### src/rtl/sz_model2_decode.sv
// SZ 2nd-order Lorenzo inverse: rebuilds samples from quant codes, 1/cycle.
// Optional SZ_DECODE_SAT_EN: saturate non-escape results, add sat_flag.
module sz_model2_decode #(
   parameter int DATA_W   = 32,
   parameter int CODE_W   = 8,
   parameter int EB_SHIFT = 1,
   parameter int LEN_W    = 16
) (
   input  logic                     clk,
   input  logic                     rst,
   input  logic                     start,
   input  logic [LEN_W-1:0]         blk_len,
   input  logic                     in_valid,
   output logic                     in_ready,
   input  logic [CODE_W-1:0]        in_code,
   input  logic signed [DATA_W-1:0] in_literal,
   output logic                     out_valid,
   input  logic                     out_ready,
   output logic [DATA_W-1:0]        out_data,
   output logic                     out_last,
   output logic                     busy,
   output logic                     done,
   output logic [LEN_W-1:0]         esc_cnt
`ifdef SZ_DECODE_SAT_EN
   ,
   output logic                     sat_flag
`endif
);

   localparam int PW = DATA_W + 3;
   localparam int SW = DATA_W + 4;
   localparam logic [CODE_W:0] RAD = {2'b01, {(CODE_W-1){1'b0}}};
   localparam logic [DATA_W-1:0] MAXV = {1'b0, {(DATA_W-1){1'b1}}};
   localparam logic [DATA_W-1:0] MINV = ~MAXV;

   typedef enum logic [2:0] {IDLE, S0, S1, S2, RUN} state_t;

   state_t                    state_q;
   logic [LEN_W-1:0]          len_q;
   logic [LEN_W-1:0]          cnt_q;
   logic [LEN_W-1:0]          esc_q;
   logic signed [DATA_W-1:0]  r1_q;
   logic signed [DATA_W-1:0]  r2_q;
   logic signed [DATA_W-1:0]  r3_q;
   logic                      ov_q;
   logic [DATA_W-1:0]         od_q;
   logic                      ol_q;
   logic                      sat_q;

   logic signed [PW-1:0]      e1, e2, e3, pred;
   logic [CODE_W:0]           qd_u;
   logic signed [SW-1:0]      dq, delta, sp, sum;
   logic signed [DATA_W-1:0]  recon_d;
   logic                      sat_d;
   logic                      accept, esc, last_acc;

   assign busy      = (state_q != IDLE);
   assign in_ready  = busy && (!ov_q || out_ready);
   assign accept    = in_ready && in_valid;
   assign esc       = (in_code == '0);
   assign last_acc  = (cnt_q == len_q - 1'b1);
   assign out_valid = ov_q;
   assign out_data  = od_q;
   assign out_last  = ol_q;
   assign done      = ov_q && out_ready && ol_q;
   assign esc_cnt   = esc_q;
`ifdef SZ_DECODE_SAT_EN
   assign sat_flag  = sat_q;
`endif

   assign e1 = r1_q;
   assign e2 = r2_q;
   assign e3 = r3_q;

   always_comb begin
      pred = '0;
      unique case (state_q)
         S1:      pred = e1;
         S2:      pred = (e1 <<< 1) - e2;
         RUN:     pred = (e1 <<< 1) + e1 - (e2 <<< 1) - e2 + e3;
         default: pred = '0;
      endcase
      qd_u  = {1'b0, in_code} - RAD;
      dq    = $signed(qd_u);
      delta = dq <<< EB_SHIFT;
      sp    = pred;
      sum   = sp + delta;
      sat_d = 1'b0;
`ifdef SZ_DECODE_SAT_EN
      if (sum > $signed({4'b0000, MAXV})) begin
         recon_d = MAXV;
         sat_d   = 1'b1;
      end else if (sum < $signed({4'b1111, MINV})) begin
         recon_d = MINV;
         sat_d   = 1'b1;
      end else begin
         recon_d = DATA_W'(sum);
      end
`else
      recon_d = DATA_W'(sum);
`endif
      if (esc) begin
         recon_d = in_literal;
         sat_d   = 1'b0;
      end
   end

   always_ff @(posedge clk) begin
      if (rst) begin
         state_q <= IDLE;
         len_q   <= '0;
         cnt_q   <= '0;
         esc_q   <= '0;
         r1_q    <= '0;
         r2_q    <= '0;
         r3_q    <= '0;
         ov_q    <= 1'b0;
         od_q    <= '0;
         ol_q    <= 1'b0;
         sat_q   <= 1'b0;
      end else begin
         if (ov_q && out_ready) ov_q <= 1'b0;
         if (accept) begin
            ov_q  <= 1'b1;
            od_q  <= recon_d;
            ol_q  <= last_acc;
            r3_q  <= r2_q;
            r2_q  <= r1_q;
            r1_q  <= recon_d;
            cnt_q <= cnt_q + 1'b1;
            if (esc && esc_q != '1) esc_q <= esc_q + 1'b1;
            if (sat_d) sat_q <= 1'b1;
            if (last_acc) state_q <= IDLE;
            else begin
               unique case (state_q)
                  S0:      state_q <= S1;
                  S1:      state_q <= S2;
                  default: state_q <= RUN;
               endcase
            end
         end
         // start is only honoured from IDLE, so it never races an accept
         if (state_q == IDLE && start) begin
            state_q <= S0;
            len_q   <= (blk_len == '0) ? LEN_W'(1) : blk_len;
            cnt_q   <= '0;
            esc_q   <= '0;
            r1_q    <= '0;
            r2_q    <= '0;
            r3_q    <= '0;
            sat_q   <= 1'b0;
         end
      end
   end

endmodule

### config.mk
export PLATFORM = sky130hd
export DESIGN_NAME = sz_model2_decode
export DESIGN_NICKNAME = d
export VERILOG_FILES = /design/src/rtl/sz_model2_decode.sv
export SDC_FILE = /design/constraint.sdc
export NUM_CORES = 1
export LEC_CHECK = 0
export CORE_MARGIN = 4
export CORE_UTILIZATION = 51
export CTS_CLUSTER_DIAMETER = 100
export CTS_CLUSTER_SIZE = 16
export DETAILED_ROUTE_END_ITERATION = 10
export PLACE_DENSITY_LB_ADDON = 0.05
export REMOVE_ABC_BUFFERS = 1
export SKIP_LAST_GASP = 1
export SYNTH_ARGS = -nofsm -noshare
export SYNTH_HDL_FRONTEND = slang
export SYNTH_SLANG_ARGS = --single-unit
### constraint.sdc
create_clock -name clk -period 7.1 [get_ports clk]
set_clock_uncertainty 0.15 [all_clocks]
set_input_delay 0.71 -clock clk [delete_from_list [all_inputs] [get_ports clk]]
set_output_delay 0.71 -clock clk [all_outputs]
set_load 0.01 [all_outputs]
==> results of run 1 <==
metal layers:
metal	global-route usage (%)	routed length (um)	share of wire (%)	vias to the layer above
met5	0	0	0	-
met4	7.122	878	2.2	0
met3	3.409	1833	4.5	50
met2	42.61	18840	47	330
met1	36.12	18840	47	6328
li1	-	-	-	6577
cells by family after synthesis:
family	synth area share (%)
and+or+nand+nor	17.83
AOI/OAI and AO/OA	19.58
buffers and inverters	8.301
adders and majority gates	20.66
DFF	24.60
xor gates and xnor gates	7.850
muxes	1.172
path summary, 6_finish.rpt:
path	cells after the start	to	slack [ps]	startpoint
worst min-delay path	2	r3_q[15]$_SDFFE_PP0P_	310	r3_q[15]$_SDFFE_PP0P_
worst min register to register	2	r3_q[15]$_SDFFE_PP0P_	310	r3_q[15]$_SDFFE_PP0P_
worst max register to register	29	out_data[31]$_SDFFE_PP0P_	350	r1_q[3]$_SDFFE_PP0P_
worst max-delay path	29	out_data[31]$_SDFFE_PP0P_	350	r1_q[3]$_SDFFE_PP0P_
power by group through the flow:
stage          clock network (mW)  logic [mW]  registers [mW]
2_1_floorplan                   0       0.904            1.11
3_3_place_gp                    0        1.28            1.11
3_5_place_dp                    0        1.29            1.11
4_1_cts                      1.06        1.30            1.08
5_1_grt                      1.10        1.52            1.09
6_report                     1.04        1.37            1.08
critical path, delay by kind of cell, from the launching register on:
| kind | cells | cell delay [ps] |
|---|---|---|
| flops | 1 | 330 |
| xor+xnor | 1 | 200 |
| mux | 2 | 410 |
| compound gates | 13 | 2230 |
| buf+inv | 4 | 190 |
| simple gates | 4 | 900 |
| fa+ha+maj | 5 | 2170 |
flip-flops by register name, summed over array words and instances (netlist names):
register / flops
r1_q: 32
out_data: 32
r3_q: 32
esc_cnt: 16
state_q: 3
cnt_q: 16
out_valid: 1
out_last: 1
len_q: 16
r2_q: 32
cells in the final DEF (no fill, tap or decap), types with 19 or more instances in the layout:
cell type,n
a211oi_1,46
a21o_1,38
a21oi_1,162
a22oi_1,21
buf_4,64
clkdlybuf4s50_1,112
dfxtp_1,177
fa_1,91
ha_1,92
inv_1,242
nand2_1,216
nand2b_1,26
nand3_1,32
nor2_1,140
nor2b_1,19
nor3_1,54
o21ai_0,59
xnor2_1,71
xor2_1,61
area by class of cell:
cell class	count	area, sq um	area share [%]
clock buffer	17	425.4	2.454
sequential	181	3628	20.93
clock inverter	15	202.7	1.169
timing repair buffer	177	1607	9.267
multi-input combinational	1369	10070	58.10
tap	378	473.0	2.728
inverter	247	927.1	5.348
per-stage QoR:
stage / utilization [%] / setup TNS (ps)
floorplan: - / 0
global placement: 58.64 / -9.523
detailed placement: 58.64 / -312.6
CTS: 60.99 / 0
global route: 61.56 / 0
finish: 61.56 / 0
synth_stat cells, types with 18 or more instances:
cell and count:
o21ai_0 60, nor2b_1 19, nor3_1 55, a22oi_1 21, nor2_1 142, xor2_1 61
a21oi_1 166, fa_1 92, nand2b_1 27, a21o_1 38, xnor2_1 71, ha_1 96
nand4_1 18, clkbuf_1 73, o21ai_1 21, nand3_1 32, inv_1 246, dfxtp_1 181
nand2_1 217, a211oi_1 49
timing repair:
| action | CTS | global route |
|---|---|---|
| setup buffers | 0 | 4 |
| pin swaps | 0 | 35 |
| endpoints found under the setup margin | 4 | 26 |
| gates resized for setup | 5 | 31 |
| hold buffers | 0 | 0 |
==> impl_metrics.env, run 1 <==
export IMPL_grt_pass1_vias=12827
export IMPL_slowest_stage="fa_1"
export IMPL_fin_total_pwr_mw=3.494
export IMPL_synth_seq_cells=181
export IMPL_cts_sinks=181
export IMPL_wire_per_inst_um=16.94
export IMPL_synth_distinct_cells=71
export IMPL_comb_power_share_pct=39.2
export IMPL_hold_viol_final=0
export IMPL_dpl_cell_count=2349
export IMPL_power_frac_seq_pct=31.0
export IMPL_max_stage_delay_ps=520
export IMPL_tightest_slew_ps=997.0
export IMPL_crit_required_ps=7260
export IMPL_power_frac_clock_pct=29.8
export IMPL_synth_ff_type="dfxtp_1"
export IMPL_antenna_found_initial=0
export IMPL_ioPinCount=114
export IMPL_preCtsSetupSlack_ps=-116.4
export IMPL_outcome="finished clean"
export IMPL_finalNonFillerCells=2384
export IMPL_io_buffers=113
export IMPL_drtPass1Iterations=5
export IMPL_fin_ws_ps=347.7
export IMPL_antenna_cells=0
export IMPL_synth_edf_count=0
export IMPL_hold_ws_ps=306.4
export IMPL_yosys_area_top_type="dfxtp_1"
export IMPL_coreArea_sq_um=28160
export IMPL_final_setup_viol_count=0
export IMPL_ir_worst_vdd_uv=236.4
export IMPL_routed_wl_um=40390
export IMPL_clk_latency_ps=460
export IMPL_chipHeight_um=177.9
export IMPL_first_iter_violations=817
export IMPL_swShare_pct=36.73
export IMPL_drc_errors=0
export IMPL_nets=2242
export IMPL_timing_slew_headroom_pct=33.44
export IMPL_tritoncts="yes"
export IMPL_htreeDepth=4
export IMPL_worstPathArrival_ps=6910
export IMPL_powerDensity_nw_per_um2=201.5
export IMPL_grt_max_degree=78
export IMPL_synth_cells=1875
export IMPL_grt_first_pass_wirelength_um=66180
export IMPL_avgSynthCellArea_sq_um=7.854
export IMPL_synth_top_area_share_pct=24.60
export IMPL_via_per_inst=5.573
export IMPL_leakagePower_nw=7.240
export IMPL_fmax_mhz=148.1
export IMPL_track_usage_pct=25.97
export IMPL_rows=61
export IMPL_dpl_hpwl_um=30180
export IMPL_root_buffer="clkbuf_16"
export IMPL_area_growth_pct=17.72
export IMPL_fillers=2550
export IMPL_dpl_cell_area_sq_um=16520
export IMPL_netlist_area_sq_um=14730
export IMPL_cp_max_fo=2
export IMPL_drive_above_1_share_pct=7.228
export IMPL_critPathCaptureType="flip-flop"
export IMPL_path_common_cell="inv_1"
export IMPL_ant_nets=0
export IMPL_die_x_um=177.9
export IMPL_min_period_ps=6752
export IMPL_hp_class="reg -> reg"
export IMPL_startpoint_type="flip-flop"
export IMPL_rsz0062_at_grt="no"
export IMPL_path_class="reg -> reg"
export IMPL_switchingPower_mw=1.283
export IMPL_slew_violations=0
export IMPL_fin_crit_sh_pct=95.10
export IMPL_place_congestion=0.9531
export IMPL_yosysWarningCount=0
export IMPL_start_util_pct=52.29
export IMPL_drv_cap=0
export IMPL_async_flop_share_pct=0
export IMPL_cts_buffers=17
export IMPL_synth_top_cells_by_area="dfxtp_1 (25%), fa_1 (13%), ha_1 (8.2%), inv_1 (6.3%), a21oi_1 (5.6%)"
export IMPL_clkTransAtPathRegs_ps=80
export IMPL_cts_buffer_depth=2
export IMPL_p_int_mw=2.210
export IMPL_grt_overflow=0
export IMPL_final_area_sq_um=17340
export IMPL_die_area_sq_um=31660
export IMPL_yosysSeqAreaShare_pct=24.60
export IMPL_num_vias=13285
Note: power is estimated with default switching activity, not from simulation.
==> run 2, diff against run 1 <==
Settings changed: SLEW_MARGIN from default to 20.
==> results of run 2 <==
No change in the layout: final DEF, timing and power equal those of run 1.
